File: config.mk
export PLATFORM = sky130hd
export DESIGN_NAME = blk_timing
export DESIGN_NICKNAME = d
export VERILOG_FILES = /design/src/rtl/blk_pkg.sv /design/src/rtl/blk_mod_cnt.sv /design/src/rtl/blk_timing.sv
export SDC_FILE = /design/constraint.sdc
export NUM_CORES = 1
export LEC_CHECK = 0
export CELL_PAD_IN_SITES_DETAIL_PLACEMENT = 1
export CELL_PAD_IN_SITES_GLOBAL_PLACEMENT = 1
export CORE_ASPECT_RATIO = 1.2
export CORE_MARGIN = 4
export CORE_UTILIZATION = 36
export CTS_BUF_LIST = sky130_fd_sc_hd__clkbuf_4 sky130_fd_sc_hd__clkbuf_8
export DETAILED_ROUTE_END_ITERATION = 12
export PLACE_DENSITY_LB_ADDON = 0.05
export SYNTH_ARGS = -nofsm -noshare
export SYNTH_HDL_FRONTEND = slang
export SYNTH_SLANG_ARGS = --single-unit
File: constraint.sdc
create_clock -name clk_i -period 2.2 [get_ports clk_i]
set_clock_uncertainty 0.05 [all_clocks]
set_input_delay 0.22 -clock clk_i [delete_from_list [all_inputs] [get_ports clk_i]]
set_output_delay 0.22 -clock clk_i [all_outputs]
set_load 0.02 [all_outputs]
File: src/rtl/blk_pkg.sv
// -----------------------------------------------------------------------------
// blk_pkg
// Shared definitions for the block-geometry timing generator:
//   - default block grid (HBLKS_DEF x VBLKS_DEF blocks of HP_DEF x VP_DEF px)
//   - RGB pixel width
//   - timing FSM state encoding
//   - cnt_w(): counter width helper that never returns zero
// -----------------------------------------------------------------------------
package blk_pkg;

  localparam int unsigned HBLKS_DEF = 10;
  localparam int unsigned VBLKS_DEF = 10;
  localparam int unsigned HP_DEF    = 30;
  localparam int unsigned VP_DEF    = 30;
  localparam int unsigned PIX_W     = 24;  // {R[23:16], G[15:8], B[7:0]}

  typedef enum logic {
    WAIT_VS = 1'b0,  // no frame start seen yet: video is passed through, not framed
    ACTIVE  = 1'b1   // inside a frame: counters run, strobes are generated
  } state_e;

  // Width of a counter that spans 0..n-1; a modulus of 1 still needs one bit.
  function automatic int unsigned cnt_w(input int unsigned n);
    return (n > 1) ? $clog2(n) : 1;
  endfunction

endpackage

File: src/rtl/blk_mod_cnt.sv
// -----------------------------------------------------------------------------
// blk_mod_cnt
// Modulo-N up counter with synchronous clear and a combinational wrap pulse.
// Clear has priority over enable.
//
// Ports:
//   clk_i   in   clock
//   rst_i   in   synchronous active-high reset
//   clr_i   in   synchronous clear to 0
//   en_i    in   count enable
//   cnt_o   out  current count, 0..N-1
//   wrap_o  out  high when enabled at N-1 (the count returns to 0 next cycle)
// -----------------------------------------------------------------------------
module blk_mod_cnt #(
  parameter int unsigned N = 2,
  parameter int unsigned W = (N > 1) ? $clog2(N) : 1
) (
  input  logic         clk_i,
  input  logic         rst_i,
  input  logic         clr_i,
  input  logic         en_i,
  output logic [W-1:0] cnt_o,
  output logic         wrap_o
);

  assign wrap_o = en_i && (cnt_o == W'(N - 1));

  // NOTE: reset is synchronous here, so it lives inside the clocked branch and
  // is not in the sensitivity list; sequential state is written with <= only.
  always_ff @(posedge clk_i) begin
    if (rst_i || clr_i) begin
      cnt_o <= '0;
    end else if (en_i) begin
      cnt_o <= wrap_o ? '0 : cnt_o + W'(1);
    end
  end

endmodule

File: src/rtl/blk_timing.sv
// -----------------------------------------------------------------------------
// blk_timing
// Block-geometry timing generator feeding the per-block luminance buffer.
// Turns raw vs/de/pixel video into block coordinates, per-block horizontal save
// strobes and per-block-row vertical save strobes, with every output registered
// exactly one cycle after its input. Frames whose geometry disagrees with the
// configured HBLKS x VBLKS grid of HP x VP pixel blocks raise a sticky error.
//
// Ports:
//   clk_i       in   pixel clock
//   rst_i       in   synchronous active-high reset
//   vs_i        in   vertical sync, rising edge starts a frame
//   de_i        in   data enable, one active pixel per cycle
//   wd_i        in   24-bit RGB pixel
//   ht_o        out  horizontal block index of the current de_o pixel
//   vt_o        out  vertical block index of the current de_o pixel
//   h_save_o    out  pulse with the last pixel of each horizontal block
//   v_save_o    out  pulse once per completed block row, after its last pixel
//   de_o        out  de_i delayed one cycle, held low until a frame starts
//   vs_o        out  vs_i delayed one cycle
//   wd_o        out  wd_i delayed one cycle
//   meas_w_o    out  (BLK_TIMING_STATS_EN) previous frame's longest line, pixels
//   meas_h_o    out  (BLK_TIMING_STATS_EN) previous frame's de line count
//   geom_err_o  out  sticky geometry error for the current frame
//
// Build option: define BLK_TIMING_STATS_EN to add the meas_w_o/meas_h_o frame
// measurement outputs.
// -----------------------------------------------------------------------------
module blk_timing
  import blk_pkg::*;
#(
  parameter int unsigned HBLKS = HBLKS_DEF,
  parameter int unsigned VBLKS = VBLKS_DEF,
  parameter int unsigned HP    = HP_DEF,
  parameter int unsigned VP    = VP_DEF
) (
  input  logic                     clk_i,
  input  logic                     rst_i,
  input  logic                     vs_i,
  input  logic                     de_i,
  input  logic [PIX_W-1:0]         wd_i,
  output logic [$clog2(HBLKS)-1:0] ht_o,
  output logic [$clog2(VBLKS)-1:0] vt_o,
  output logic                     h_save_o,
  output logic                     v_save_o,
  output logic                     de_o,
  output logic                     vs_o,
  output logic [PIX_W-1:0]         wd_o,
`ifdef BLK_TIMING_STATS_EN
  output logic [15:0]              meas_w_o,
  output logic [15:0]              meas_h_o,
`endif
  output logic                     geom_err_o
);

  localparam int unsigned HW = $clog2(HBLKS);
  localparam int unsigned VW = $clog2(VBLKS);
  localparam int unsigned PW = cnt_w(HP);
  localparam int unsigned LW = cnt_w(VP);

  state_e state_q, state_d;

  logic vs_rise;       // frame start; vs_o doubles as the previous vs_i sample
  logic pix_en;        // an accepted active pixel this cycle
  logic line_end;      // first blank cycle after an accepted line
  logic line_done_q;   // the full HBLKS*HP pixels of this line have been seen
  logic frame_done_q;  // the full VBLKS*VP lines of this frame have been seen

  logic [PW-1:0] px_cnt;
  logic [HW-1:0] ht_cnt;
  logic [LW-1:0] ln_cnt;
  logic [VW-1:0] vt_cnt;
  logic          px_wrap, ht_wrap, ln_wrap, vt_wrap;

  assign vs_rise = vs_i && !vs_o;

  // NOTE: every signal assigned in always_comb gets a default first, so no
  // path can leave it unassigned and infer a latch.
  always_comb begin
    state_d  = state_q;
    pix_en   = 1'b0;
    line_end = 1'b0;
    if (vs_rise) begin
      state_d = ACTIVE;
    end else if (state_q == ACTIVE) begin
      pix_en   = de_i;
      // de_o is the accepted de of the previous cycle, so this fires only for
      // lines that were actually counted in this frame.
      line_end = de_o && !de_i;
    end
  end

  // Pixel within block; stops once the line has its full width so overflow
  // pixels produce no h_save_o.
  blk_mod_cnt #(.N(HP), .W(PW)) u_px_cnt (
    .clk_i (clk_i),
    .rst_i (rst_i),
    .clr_i (vs_rise || line_end),
    .en_i  (pix_en && !line_done_q),
    .cnt_o (px_cnt),
    .wrap_o(px_wrap)
  );

  // Horizontal block within line.
  blk_mod_cnt #(.N(HBLKS), .W(HW)) u_ht_cnt (
    .clk_i (clk_i),
    .rst_i (rst_i),
    .clr_i (vs_rise || line_end),
    .en_i  (px_wrap),
    .cnt_o (ht_cnt),
    .wrap_o(ht_wrap)
  );

  // Line within block row; stops once the frame has its full height so extra
  // lines produce no v_save_o.
  blk_mod_cnt #(.N(VP), .W(LW)) u_ln_cnt (
    .clk_i (clk_i),
    .rst_i (rst_i),
    .clr_i (vs_rise),
    .en_i  (line_end && !frame_done_q),
    .cnt_o (ln_cnt),
    .wrap_o(ln_wrap)
  );

  // Block row within frame.
  blk_mod_cnt #(.N(VBLKS), .W(VW)) u_vt_cnt (
    .clk_i (clk_i),
    .rst_i (rst_i),
    .clr_i (vs_rise),
    .en_i  (ln_wrap),
    .cnt_o (vt_cnt),
    .wrap_o(vt_wrap)
  );

  always_ff @(posedge clk_i) begin
    if (rst_i) begin
      // NOTE: the pixel data path is reset as well because every output,
      // wd_o included, must read 0 straight out of reset.
      state_q      <= WAIT_VS;
      vs_o         <= 1'b0;
      wd_o         <= '0;
      de_o         <= 1'b0;
      h_save_o     <= 1'b0;
      v_save_o     <= 1'b0;
      ht_o         <= '0;
      vt_o         <= '0;
      line_done_q  <= 1'b0;
      frame_done_q <= 1'b0;
      geom_err_o   <= 1'b0;
    end else begin
      state_q  <= state_d;
      vs_o     <= vs_i;
      wd_o     <= wd_i;
      de_o     <= pix_en;
      h_save_o <= px_wrap;
      // ln_wrap is only ever raised on a blank cycle, so v_save_o cannot
      // coincide with h_save_o and lands right after the line's last pixel.
      v_save_o <= ln_wrap;
      ht_o     <= line_done_q  ? HW'(HBLKS - 1) : ht_cnt;
      vt_o     <= frame_done_q ? VW'(VBLKS - 1) : vt_cnt;

      if (vs_rise || line_end) begin
        line_done_q <= 1'b0;
      end else if (ht_wrap) begin
        line_done_q <= 1'b1;
      end

      if (vs_rise) begin
        frame_done_q <= 1'b0;
      end else if (vt_wrap) begin
        frame_done_q <= 1'b1;
      end

      // Short line, pixel past the grid width, or line past the grid height.
      if (vs_rise) begin
        geom_err_o <= 1'b0;
      end else if ((line_end && !line_done_q) ||
                   (pix_en && (line_done_q || frame_done_q))) begin
        geom_err_o <= 1'b1;
      end
    end
  end

`ifdef BLK_TIMING_STATS_EN
  // Raw frame measurements, independent of the configured grid and FSM state.
  logic        de_raw_q;
  logic [15:0] len_q;    // pixels so far in the current line
  logic [15:0] max_q;    // longest completed line this frame
  logic [15:0] lines_q;  // completed de lines this frame
  logic        raw_end;

  assign raw_end = de_raw_q && !de_i;

  always_ff @(posedge clk_i) begin
    if (rst_i) begin
      de_raw_q <= 1'b0;
      len_q    <= '0;
      max_q    <= '0;
      lines_q  <= '0;
      meas_w_o <= '0;
      meas_h_o <= '0;
    end else begin
      de_raw_q <= de_i;
      len_q    <= de_i ? len_q + 16'd1 : '0;
      if (vs_rise) begin
        meas_w_o <= max_q;
        meas_h_o <= lines_q;
        max_q    <= '0;
        lines_q  <= '0;
      end else if (raw_end) begin
        if (len_q > max_q) begin
          max_q <= len_q;
        end
        lines_q <= lines_q + 16'd1;
      end
    end
  end
`endif

endmodule

==> run_results.csv, run 1 <==
group,metric,value,unit
synthesis,synth_warnings,0,
final_layout,finalNonFillerCells,378,
placed_design,place_ws,-0.00588,ns
worst_setup_path,cp-start-kind,"primary input",
placed_design,numPortBuffers,64,
global_routing,globalRouteOverflowTotal,0,
sta,setup-violations-final,0,
clocking,cts_tree,"built",
worst_setup_path,arrival,2.12,ns
clocking,root_buffer,"clkbuf_8",
power,seqPwrFrac,43.7,%
worst_setup_path,critical_path_class,"in2reg",
sta,post-route-period-util,86.5,%
floorplan,start_util,37.3,%
run_status,outcome,"completed",
placed_design,numPlacedInstances,362,
floorplan,placementRows,30,
sta,layout_min_cycle_time,1.90,ns
flow_run,maxCapViolCount,0,
sta,rsz0062_at_grt,"no",
drt,postRouteAntennaNets,0,
clocking,postCtsHoldBufs,0,
power,power.share.clock,48.3,%
synthesis,ys_ff_latch,58,
hold_path,min_path_type,"in2reg",
worst_setup_path,cp_slowest_cell,"or4_1",
worst_setup_path,critPathMaxFanout,7,
worst_setup_path,cp_slowest_stage_delay,0.54,ns
synthesis,netlist_area,2130,um2
global_routing,antenna_found_initial,0,
sta,slew_violations,0,
clocking,worstSkewPairLatency,0.34,ns
global_routing,grt_max_degree,35,
synthesis,synth-seq-area-share,54.6,%
floorplan,core-area,5710,um2
placed_design,routabilityCongestion,0.762,
final_layout,area_growth,48.0,%
synthesis,synth-compound-area-share,7.17,%
final_layout,final_core_util,55.2,%
synthesis,synthXorXnorAreaFrac,2.88,%
drt,num_vias,1813,
final_layout,layout-drive-gt1-share,10.1,%
synthesis,synth_nets,251,
power,power_density,789,nW/um2
power,combPwrFrac,8.0,%
placed_design,place_hpwl,4110,um
clocking,post_cts_buffers,0,
final_layout,fin_area,3150,um2
power,p_leak,0.00117,uW
synthesis,synthCells,215,
final_layout,nFillCells,673,
worst_setup_path,worstPathRequired,2.41,ns
drt,viasPerCell,4.80,
placed_design,place_area,2910,um2
final_layout,multiInputGateArea,890,um2
sta,tightest_slew,0.390,ns
power,irDropWorstVdd,0.673,mV
synthesis,synth_top_family_by_area,"simple AND/OR/NAND/NOR gates",
clocking,clock-sinks,58,
power,switchingPower,523,uW
synthesis,async_flop_share,0,%
drt,drc,0,
sta,finalHoldViolCount,0,
floorplan,die_x,78.2,um
floorplan,fp.dieH,92.2,um
worst_setup_path,end_kind,"register",
sta,slew_headroom,73.8,%
global_routing,grt_pass1_wl,9490,um
power,power,2480,uW
drt,wl,5600,um
sta,timing.final.ws_setup,0.296,ns
clocking,ctsResizeCount,0,
worst_setup_path,crit_family,"simple AND/OR/NAND/NOR gates",
power,p_sw_share,21.0,%
power,p_int,1960,uW
worst_setup_path,crit_buf_inv,1,
clocking,cts.htree.levels,3,
clocking,clk_path_buf_depth,2,
worst_setup_path,path_cells,"clkdlybuf4s50_1 -> nand4bb_1 -> or3_1 -> or4_1 -> a21oi_1",
floorplan,die-area,7210,um2
drt,firstDrtPassIters,4,
drt,wire_per_inst,14.8,um
final_layout,regArea,1160,um2
final_layout,finalNetCount,329,
drt,drt-initial-drc-count,69,
clocking,clk_pin_slew,0.07,ns
synthesis,synthSimpleGateAreaFrac,26.0,%
final_layout,n_antenna_cell,0,
synthesis,synthMuxAreaShare,0.999,%
clocking,cts_buffers,9,
floorplan,pin_count,65,
synthesis,yosysUniqueCellTypes,35,
synthesis,avgSynthCellArea,9.90,um2
synthesis,ys.flop_type,"dfxtp_1",
synthesis,synth_edf_count,0,
synthesis,synthAdderAreaFrac,4.70,%
global_routing,grt_pass1_vias,1876,
sta,fmax,525,MHz
global_routing,track_usage,17.1,%
[layout by cell type, fill, tap and decap left out, drive strengths merged, types with 5 or more instances in the layout]
| cell | synthesis | routed |
|---|---|---|
| or4 | 6 | 6 |
| nor3 | 10 | 10 |
| nor2 | 20 | 20 |
| inv | 7 | 7 |
| nand2 | 5 | 5 |
| a21oi | 8 | 8 |
| nand3 | 6 | 6 |
| o21ai | 7 | 7 |
| clkbuf | 5 | 11 |
| nor2b | 28 | 28 |
| buf | 4 | 12 |
| clkdlybuf4s50 | 0 | 64 |
| ha | 8 | 8 |
| dfxtp | 58 | 58 |
[sequential cells by signal, summed over array words and instances (netlist names), 4 cells and up]
name            count
vt_o                4
u_px_cnt.cnt_o      5
u_ht_cnt.cnt_o      4
u_ln_cnt.cnt_o      5
ht_o                4
wd_o               24
u_vt_cnt.cnt_o      4
[routing by layer]
layer | GRT usage (%) | wire [um] | share of wire, %
met1 | 18.5 | 2210 | 39
met2 | 30.8 | 3090 | 55
met3 | 3.73 | 168 | 3.0
met4 | 9.18 | 124 | 2.2
met5 | 0 | 0 | 0
[final cells by class]
type                            instances  share of cell area [%]
Sequential cell                        58                    36.9
Multi-Input combinational cell        141                    28.2
Timing Repair Buffer                   76                    23.2
Clock buffer                           11                    4.41
Clock inverter                          5                    3.26
Tap cell                               80                    3.18
Inverter                                7                   0.834
[power by group through the flow]
stage          Sequential (uW)  Clock, uW  Combinational [uW]
4_1_cts                   1090       1220                 201
3_3_place_gp              1110          0                 198
6_report                  1090       1200                 198
3_5_place_dp              1110          0                 200
5_1_grt                   1090       1280                 212
2_1_floorplan             1140          0                50.0
[per-stage QoR]
stage | TNS [ns] | hold WS, ns
after floorplan | 0 | 0.298
after global placement | 0 | 0.408
after detailed placement | -0.00588 | 0.414
after CTS | 0 | 0.367
after global routing | 0 | 0.370
final | 0 | 0.377
[synth_stat cells (4+ instances only)]
master	instances	share of area [%]
nand2_1	5	0.88
nand3_1	6	1.4
nor2_1	20	3.5
a31oi_1	4	1.2
clkbuf_1	5	0.88
xnor2_1	4	1.6
and3_1	4	1.2
ha_1	8	4.7
nor2b_1	28	8.2
o21ai_0	6	1.4
or4_1	6	2.1
dfxtp_1	58	55
inv_1	6	1.1
nor3_1	10	2.4
a21oi_1	8	1.9
[cells by family (layout without fill, tap and decap cells)]
| family | after synthesis | in the layout |
|---|---|---|
| flip-flops | 58 | 58 |
| buffers and inverters | 16 | 99 |
| multiplexers | 2 | 2 |
| adder cells (fa/ha/maj) | 8 | 8 |
| AO/OA/AOI/OAI | 26 | 26 |
| AND/OR/NAND/NOR | 98 | 98 |
| XOR/XNOR | 7 | 7 |
[worst paths after layout]
check	slack [ns]	cells past startpoint	start	endpoint
setup / recovery	0.30	5	de_i	u_vt_cnt.cnt_o[3]
hold / removal	0.38	2	wd_i[7]	wd_o[7]
setup reg to reg	0.42	4	frame_done_q	u_vt_cnt.cnt_o[3]
hold reg to reg	0.42	2	geom_err_o	geom_err_o
[worst reg2reg max path, cell delays in order (launching register included)]
cell and delay [ns]:
dfxtp_1 0.33, nand4bb_1 0.19, or3_1 0.43, or4_1 0.54, a21oi_1 0.17
No activity file was read; power rests on OpenSTA's default activity.
==> run 2: changes to the inputs <==
--- a/config.mk
+++ b/config.mk
@@ -12,6 +12,7 @@
 export CORE_UTILIZATION = 36
 export CTS_BUF_LIST = sky130_fd_sc_hd__clkbuf_4 sky130_fd_sc_hd__clkbuf_8
 export DETAILED_ROUTE_END_ITERATION = 12
+export MAX_ROUTING_LAYER = met4
 export PLACE_DENSITY_LB_ADDON = 0.05
 export SYNTH_ARGS = -nofsm -noshare
 export SYNTH_HDL_FRONTEND = slang
==> run 2 against run 1 <==
Hold slack improved by 0.0013 ns. First-iteration DRC count rose by 4.3%. Largest cell class unchanged. Sequential cell count stayed put. Global-route usage up 0.45 points. Clock power about the same. Core utilization unchanged. Non-clock buffer count is the same. Via count up 0.61%. Routed wire length is essentially flat. Sequential share of layout area did not move. Power shrank 0.16%.
==> run_results.csv, run 2 (synthesis results as in run 1) <==
group,metric,value,unit
run_status,outcome,"completed",
worst_setup_path,crit_start,"de_i",
clocking,clk_path_buf_depth,2,
clocking,cts_tree,"built",
clocking,clk_pin_slew,0.07,ns
drt,dr.max_layer_used,"met4",
sta,layout_min_cycle_time,1.89,ns
clocking,clock-sinks,58,
worst_setup_path,critical_path_class,"in2reg",
worst_setup_path,path_cells,"clkdlybuf4s50_1 -> nand4bb_1 -> or3_1 -> or4_1 -> a21oi_1",
drt,drc,0,
worst_setup_path,critPathMaxFanout,7,
power,switchingPower,519,uW
worst_setup_path,cp-start-kind,"primary input",
global_routing,antenna_found_initial,0,
placed_design,routabilityCongestion,0.772,
drt,route.met3.wl,174,um
worst_setup_path,end_kind,"register",
placed_design,numPlacedInstances,362,
sta,slew_violations,0,
sta,slew_headroom,73.7,%
power,power.share.clock,48.2,%
final_layout,largest_register,"wd_o",
drt,met2_length,3070,um
clocking,post_cts_buffers,0,
power,p_int,1960,uW
clocking,cts.htree.levels,3,
sta,tightest_slew,0.390,ns
flow_run,maxCapViolCount,0,
floorplan,pin_count,65,
drt,wl,5600,um
global_routing,track_usage,17.6,%
power,seqPwrFrac,43.8,%
worst_setup_path,cp_slowest_cell,"or4_1",
floorplan,core-area,5710,um2
power,p_sw_share,20.9,%
final_layout,finalNonFillerCells,378,
clocking,ctsResizeCount,0,
sta,post-route-period-util,86.1,%
power,irDropWorstVdd,0.669,mV
global_routing,grt_pass1_wl,9480,um
worst_setup_path,arrival,2.10,ns
placed_design,numPortBuffers,64,
global_routing,grt_max_degree,35,
final_layout,biggestRegsByFlops,"wd_o: 24 flops, u_ln_cnt.cnt_o: 5 flops, u_px_cnt.cnt_o: 5 flops",
hold_path,holdCritStartpoint,"wd_i[7]",
placed_design,place_hpwl,4110,um
final_layout,final_common_cell,"clkdlybuf4s50_1",
final_layout,nFillCells,673,
sta,finalHoldViolCount,0,
final_layout,largest_register_ffs,24,
drt,viasPerCell,4.83,
drt,num_vias,1824,
drt,firstDrtPassIters,4,
final_layout,finalNetCount,329,
worst_setup_path,worstPathRequired,2.41,ns
final_layout,layout-drive-gt1-share,10.1,%
final_layout,mostFrequentLayoutCells,"clkdlybuf4s50_1 (64), dfxtp_1 (58), nor2b_1 (28), nor2_1 (20), buf_4 (12)",
power,p_leak,0.00117,uW
floorplan,die-area,7210,um2
clocking,root_buffer,"clkbuf_8",
power,combPwrFrac,8.0,%
sta,fmax,528,MHz
hold_path,min_path_type,"in2reg",
floorplan,fp.dieH,92.2,um
final_layout,n_antenna_cell,0,
clocking,worstSkewPairLatency,0.34,ns
sta,rsz0062_at_grt,"no",
floorplan,placementRows,30,
floorplan,start_util,37.3,%
global_routing,grt_pass1_vias,1876,
clocking,postCtsHoldBufs,0,
drt,wirelength_met1,2230,um
power,power,2480,uW
clocking,cts_buffers,9,
sta,timing.hold.ws,0.378,ns
drt,wire_per_inst,14.8,um
power,power_density,788,nW/um2
final_layout,area_growth,48.0,%
drt,postRouteAntennaNets,0,
floorplan,die_x,78.2,um
sta,setup-violations-final,0,
drt,drt-initial-drc-count,72,
worst_setup_path,cp_slowest_stage_delay,0.54,ns
worst_setup_path,r2r_start,"frame_done_q",
global_routing,globalRouteOverflowTotal,0,
==> run 2: cell counts in the layout (fill, tap and decap cells not counted) <==
No cell type changed its count.
==> run 2: metal layers <==
layer,up-vias,global-route usage [%]
li1,897,-
met1,882,18.5
met2,32,30.8
met3,13,3.73
met4,0,9.18
met5,-,-
==> run 2: layout make-up <==
cell class | count | area, um2 | share of cell area [%]
sequential | 58 | 1160 | 36.9
timing repair buffer | 76 | 731 | 23.2
tap | 80 | 100 | 3.18
clock buffer | 11 | 139 | 4.41
clock inverter | 5 | 103 | 3.26
multi-input combinational | 141 | 890 | 28.2
inverter | 7 | 26.3 | 0.834
==> run 2: worst paths after layout <==
check	endpoint	slack, ns	depth (start not counted)
worst min-delay path	wd_o[7]	0.38	2
worst max-delay path	u_vt_cnt.cnt_o[3]	0.31	5
worst min register to register	geom_err_o	0.42	2
worst max register to register	u_vt_cnt.cnt_o[3]	0.43	4
==> run 2: worst max-delay path: cells and delay by family <==
kind,cells,cell delay (ns)
buffers and inverters,1,0.50
AND/OR/NAND/NOR,3,1.21
AO/OA/AOI/OAI,1,0.17
==> run 2: power groups by stage <==
stage	registers (uW)	clock network [uW]	logic [uW]
5_1_grt	1090	1280	212
2_1_floorplan	1140	0	50.0
3_5_place_dp	1110	0	200
4_1_cts	1090	1220	201
3_3_place_gp	1110	0	198
6_report	1090	1200	197
==> run 2: through the flow <==
stage          setup slack [ns]  util, %  area [um2]  setup TNS [ns]
2_1_floorplan             0.343        -        2130               0
3_3_place_gp             0.0237     51.0        2910               0
3_5_place_dp           -0.00588     51.0        2910        -0.00588
4_1_cts                   0.313     55.2        3150               0
5_1_grt                   0.180     55.2        3150               0
6_report                  0.306     55.2        3150               0
==> run 3: changes to the inputs <==
--- a/config.mk
+++ b/config.mk
@@ -5,15 +5,17 @@
 export SDC_FILE = /design/constraint.sdc
 export NUM_CORES = 1
 export LEC_CHECK = 0
+export CAP_MARGIN = 0
 export CELL_PAD_IN_SITES_DETAIL_PLACEMENT = 1
 export CELL_PAD_IN_SITES_GLOBAL_PLACEMENT = 1
 export CORE_ASPECT_RATIO = 1.2
 export CORE_MARGIN = 4
-export CORE_UTILIZATION = 36
+export CORE_UTILIZATION = 48
 export CTS_BUF_LIST = sky130_fd_sc_hd__clkbuf_4 sky130_fd_sc_hd__clkbuf_8
 export DETAILED_ROUTE_END_ITERATION = 12
+export DONT_BUFFER_PORTS = 1
 export MAX_ROUTING_LAYER = met4
-export PLACE_DENSITY_LB_ADDON = 0.05
+export PLACE_DENSITY_LB_ADDON = 0.1
 export SYNTH_ARGS = -nofsm -noshare
 export SYNTH_HDL_FRONTEND = slang
 export SYNTH_SLANG_ARGS = --single-unit
==> run 3 against run 2 <==
Cell area fell by 15%. Via count down 6.3%. Power is 8.9% lower. Fmax down 7.7%. Final cell count is 18% lower. Count of clock-buffer cells in the layout is 1 higher. Setup slack got worse by 0.16 ns. Largest power group is now registers.
==> run_results.csv, run 3 (synthesis results as in run 1) <==
group,metric,value,unit
drt,viasPerCell,5.53,
sta,slew_headroom,63.9,%
drt,num_vias,1709,
final_layout,largest_register_ffs,24,
final_layout,finalNetCount,284,
placed_design,routabilityCongestion,0.798,
floorplan,placementRows,26,
clocking,root_buffer,"clkbuf_8",
final_layout,biggestRegsByFlops,"wd_o: 24 flops, u_ln_cnt.cnt_o: 5 flops, u_px_cnt.cnt_o: 5 flops",
final_layout,area_growth,25.3,%
floorplan,core-area,4260,um2
final_layout,final_common_cell,"dfxtp_1",
global_routing,grt_pass1_vias,1779,
sta,tightest_slew,0.540,ns
final_layout,layout-drive-gt1-share,9.09,%
worst_setup_path,critical_path_class,"reg2reg",
sta,rsz0062_at_grt,"no",
final_layout,n_antenna_cell,0,
worst_setup_path,worstPathRequired,2.41,ns
sta,layout_min_cycle_time,2.05,ns
run_status,outcome,"completed",
global_routing,globalRouteMet3Util,7.47,%
clocking,cts.htree.levels,3,
power,p_leak,0.000999,uW
global_routing,track_usage,25.4,%
final_layout,fin_area,2670,um2
flow_run,maxCapViolCount,0,
clocking,cts_tree,"built",
worst_setup_path,end_kind,"register",
drt,firstDrtPassIters,4,
worst_setup_path,critPathMaxFanout,9,
placed_design,numPortBuffers,0,
global_routing,grt_pass1_wl,9600,um
worst_setup_path,cp-start-kind,"register",
power,power_density,848,nW/um2
final_layout,largest_register,"wd_o",
clocking,worstSkewPairLatency,0.34,ns
final_layout,final_core_util,62.6,%
global_routing,grt_util_met1,25.5,%
placed_design,place_area,2180,um2
floorplan,fp.dieH,80.9,um
clocking,cts_buffers,9,
drt,wl,6250,um
drt,wire_per_inst,20.2,um
power,irDropWorstVdd,0.559,mV
clocking,clk_pin_slew,0.06,ns
sta,fmax,487,MHz
sta,post-route-period-util,93.3,%
drt,drc,0,
hold_path,min_path_type,"in2reg",
placed_design,place_hpwl,3620,um
sta,setup-violations-final,0,
floorplan,die_x,68.8,um
global_routing,globalRouteOverflowTotal,0,
clocking,post_cts_buffers,0,
clocking,clk_path_buf_depth,2,
placed_design,place_ws,0.222,ns
floorplan,start_util,49.9,%
global_routing,grt_max_degree,37,
global_routing,antenna_found_initial,0,
sta,timing.final.ws_setup,0.148,ns
global_routing,top_usage_layer,"met2",
sta,finalHoldViolCount,0,
sta,setup-tns-final,0,ns
worst_setup_path,arrival,2.26,ns
floorplan,pin_count,65,
sta,slew_violations,0,
final_layout,mostFrequentLayoutCells,"dfxtp_1 (58), nor2b_1 (28), dlygate4sd3_1 (26), nor2_1 (20), clkbuf_8 (11)",
final_layout,nFillCells,471,
floorplan,die-area,5570,um2
drt,postRouteAntennaNets,0,
clocking,clock-sinks,58,
drt,drt-initial-drc-count,115,
global_routing,met2_usage,44.1,%
## run 3: changes by cell type in the layout (fill, tap and decap cells not counted)
cell,previous run,this run
clkdlybuf4s50_1,64,0
dlygate4sd3_1,0,26
buf_4,12,4
bufinv_16,3,1
clkbuf_8,9,11
buf_12,0,1
clkbuf_4,2,1
clkinvlp_4,1,2
## run 3: final cells by class
cell class / count / area (um2) / share of cell area (%)
Sequential cell: 58 / 1160 / 43.5
Clock inverter: 4 / 50.0 / 1.88
Timing Repair Buffer: 31 / 310 / 11.6
Tap cell: 56 / 70.1 / 2.63
Inverter: 7 / 26.3 / 0.985
Clock buffer: 12 / 159 / 5.96
Multi-Input combinational cell: 141 / 890 / 33.4
## run 3: critical path, cell delays in order, from the launching register on
cell,delay [ns]
dfxtp_1,0.47
inv_2,0.14
or3_1,0.54
or4_1,0.58
a21oi_1,0.20
## run 3: path summary, 6_finish.rpt
check                                       start                 to  slack [ns]  cells after the start
worst max-delay path                      state_q  u_vt_cnt.cnt_o[3]        0.15                      4
worst min-delay path                        rst_i  u_vt_cnt.cnt_o[2]        0.07                      3
worst max register to register            state_q  u_vt_cnt.cnt_o[3]        0.15                      4
worst min register to register  u_vt_cnt.cnt_o[1]            vt_o[1]        0.47                      2
## run 3: per-layer routing
metal  vias to the layer above  routed length [um]
met1                       834                2250
li1                        802                   -
met4                         0                 202
met3                        20                 286
met2                        53                3510
met5                         -                   0
## run 3: metrics by stage
step | total power (uW) | cells | hold slack [ns]
finish | 2260 | 309 | 0.0735
global placement | 1200 | 266 | 0.245
detailed placement | 1210 | 266 | 0.247
floorplan | 1190 | 215 | 0.298
global route | 2360 | 309 | 0.0855
CTS | 2260 | 309 | 0.0461
## run 3: power by group
group	leakage, uW	internal (uW)	switching [uW]	total [uW]
registers	0.000474	1080	45.9	1120
logic	0.000422	59.5	53.6	113
clock network	0.000102	595	428	1020
total	0.000999	1730	528	2260
## run 3: timing repair
action,CTS,global route
resized for setup,0,0
endpoints found under the hold margin,37,0
hold buffers,27,0
==> RTL change (config.mk and constraints of run 2) <==
Remove the register `wd_o`: a continuous assignment takes its place, so the output `wd_o` follows one clock earlier. Comments in the files are not updated.
--- a/src/rtl/blk_timing.sv
+++ b/src/rtl/blk_timing.sv
@@ -138,7 +138,6 @@
       // wd_o included, must read 0 straight out of reset.
       state_q      <= WAIT_VS;
       vs_o         <= 1'b0;
-      wd_o         <= '0;
       de_o         <= 1'b0;
       h_save_o     <= 1'b0;
       v_save_o     <= 1'b0;
@@ -150,7 +149,6 @@
     end else begin
       state_q  <= state_d;
       vs_o     <= vs_i;
-      wd_o     <= wd_i;
       de_o     <= pix_en;
       h_save_o <= px_wrap;
       // ln_wrap is only ever raised on a blank cycle, so v_save_o cannot
@@ -180,6 +178,8 @@
       end
     end
   end
+
+  assign wd_o = wd_i;
 
 `ifdef BLK_TIMING_STATS_EN
   // Raw frame measurements, independent of the configured grid and FSM state.
Check against the original RTL: not equivalent (a bounded check fails within 4 cycles, from zero or initial values and one cycle with rst_i high).
==> RTL change against run 2 <==
  * Synthesized area down 21%
  * Setup slack better by 25 ps
  * Routed wire length down 36%
  * Hold slack better by 12 ps
  * Final area down 41%
  * Die area down 19%
  * Sequential cell count down 24
  * Cell count down 35%
Power is not compared: it rests on default switching activity, and its combinational part moved more than twofold at a synthesized area within 25%.
==> RTL change: results (changes against run 2) <==
cell class contributing the biggest share of worst-path delay = simple AND/OR/NAND/NOR gates
Worst-Skew Late Latency = 290 ps (-50 ps)
drt drc = 0 (unchanged)
hold path cells = 0 (-2)
Buffers on Ports = 16 (-75%)
clk slew on worst S/H paths = 80 ps
met1 usage = 0.149 (-0.0356)
ys async rst share = 0 (unchanged)
register area share after synthesis = 0.403 (-0.143)
Synth top area share = 0.403 (-0.143)
number of nets in the layout = 223 (-32%)
routed wl met3 = 201 um (+16%)
Post-CTS Setup Inserts = 0 (unchanged)
grt met2 use = 0.219 (-0.0889)
total number of vias = 1249 (-32%)
status = finished clean
CTS buffer count = 5 (-4)
root buffer cell = clkbuf_8
layout cell share with drive strength beyond 1 = 0.112 (+0.0110)
CTS H-tree depth = 2 (-1)
Worst path slowest cell = clkdlybuf4s50_1
Synth cell types = 38 (+8.6%)
largest net degree at the start of global routing = 12 (-66%)
PostCTS Resize Cnt = 0 (unchanged)
DP HPWL = 2670 um (-35%)
Rel. slew slack = 0.738 (about the same)
wire per inst = 14.5 um (-2.4%)
top cells by area, synth = dfxtp_1 (40%), buf_4 (11%), ha_1 (5.9%)
crit-path max FO = 7 (unchanged)
LEAKAGE = 0.690 nW
maximum vdd drop = 0.366 mV
first-pass GRT wire length = 6220 um (-34%)
Synth Warn # = 0 (unchanged)
Routability Congestion = 0.724 (-6.3%)
initial drt markers = 70 (-2.8%)
minimum clock period = 1870 ps (-24.8 ps)
Global Route met3 Usage = 0.0472 (+0.00989)
initial antenna violation count = 0 (unchanged)
vias in the first global route = 1327 (-29%)
critical path arrival = 2050 ps (-50 ps)
fill count = 550 (-18%)
WL met1 = 1480 um (-34%)
TritonRoute pass-1 iters = 4 (unchanged)
clk buf depth = 2 (unchanged)
reg2reg path depth = 4 (unchanged)
DR top layer = met4
synth cell count leaders = dfxtp_1 (34), buf_4 (24), nor2_1 (23), nor3_1 (9), ha_1 (8)
Top Registers = u_ln_cnt.cnt_o x5, u_px_cnt.cnt_o x5
Worst Hold Class = input pin to primary output
# diodes = 0 (unchanged)
crit-path max cell delay = 620 ps (+80 ps)
Total Routing Usage GR = 0.138 (-0.0379)
metal2 WL = 1760 um (-43%)
-- RTL change: cell types whose count changed in the layout (fill, tap and decap cells not counted), moves of 2 or more --
cell,delta
clkbuf_8,-3
nor2b_1,-25
bufinv_16,-3
nor2_1,+3
o211ai_1,-2
nand3b_1,+3
buf_4,-3
mux2i_1,+2
nand3_1,-3
clkbuf_4,-2
dfxtp_1,-24
a31oi_1,-2
or4_1,-3
clkdlybuf4s50_1,-48
-- RTL change: final timing paths --
path | from | end | slack [ps]
max | de_i | u_ht_cnt.cnt_o[1] | 330
min | wd_i[4] | wd_o[4] | 390
max reg2reg | vs_o | u_ht_cnt.cnt_o[1] | 500
min reg2reg | geom_err_o | geom_err_o | 430
-- RTL change: cells by family after synthesis --
group | synth area share
adder cells (fa/ha/maj) | 0.0593
buffers and inverters | 0.149
flip-flops | 0.403
multiplexers | 0.0244
AO/OA/AOI/OAI | 0.0718
XOR/XNOR | 0.0363
AND/OR/NAND/NOR | 0.256
-- RTL change: where the power goes --
group | leakage [nW] | internal [mW] | switching [mW]
registers | 0.274 | 0.619 | 0.00383
clock network | 0.0472 | 0.252 | 0.239
logic | 0.369 | 0.0237 | 0.0337
total | 0.690 | 0.894 | 0.276
-- RTL change: layout make-up --
type	count	share of cell area
clock buffer	6	0.0445
clock inverter	2	0.00674
inverter	6	0.0121
multi-input combinational	115	0.408
sequential	34	0.367
tap	58	0.0391
timing repair buffer	25	0.123
-- RTL change: per-stage QoR --
stage          worst slack [ps]  cells  utilization  area, um2  hold WS, ps
2_1_floorplan               329    187            -       1690          242
3_3_place_gp               89.1    238        0.386       1760          390
5_1_grt                     230    246        0.407       1860          390
6_report                    331    246        0.407       1860          390
4_1_cts                     337    246        0.407       1860          390
3_5_place_dp               28.1    238        0.386       1760          390
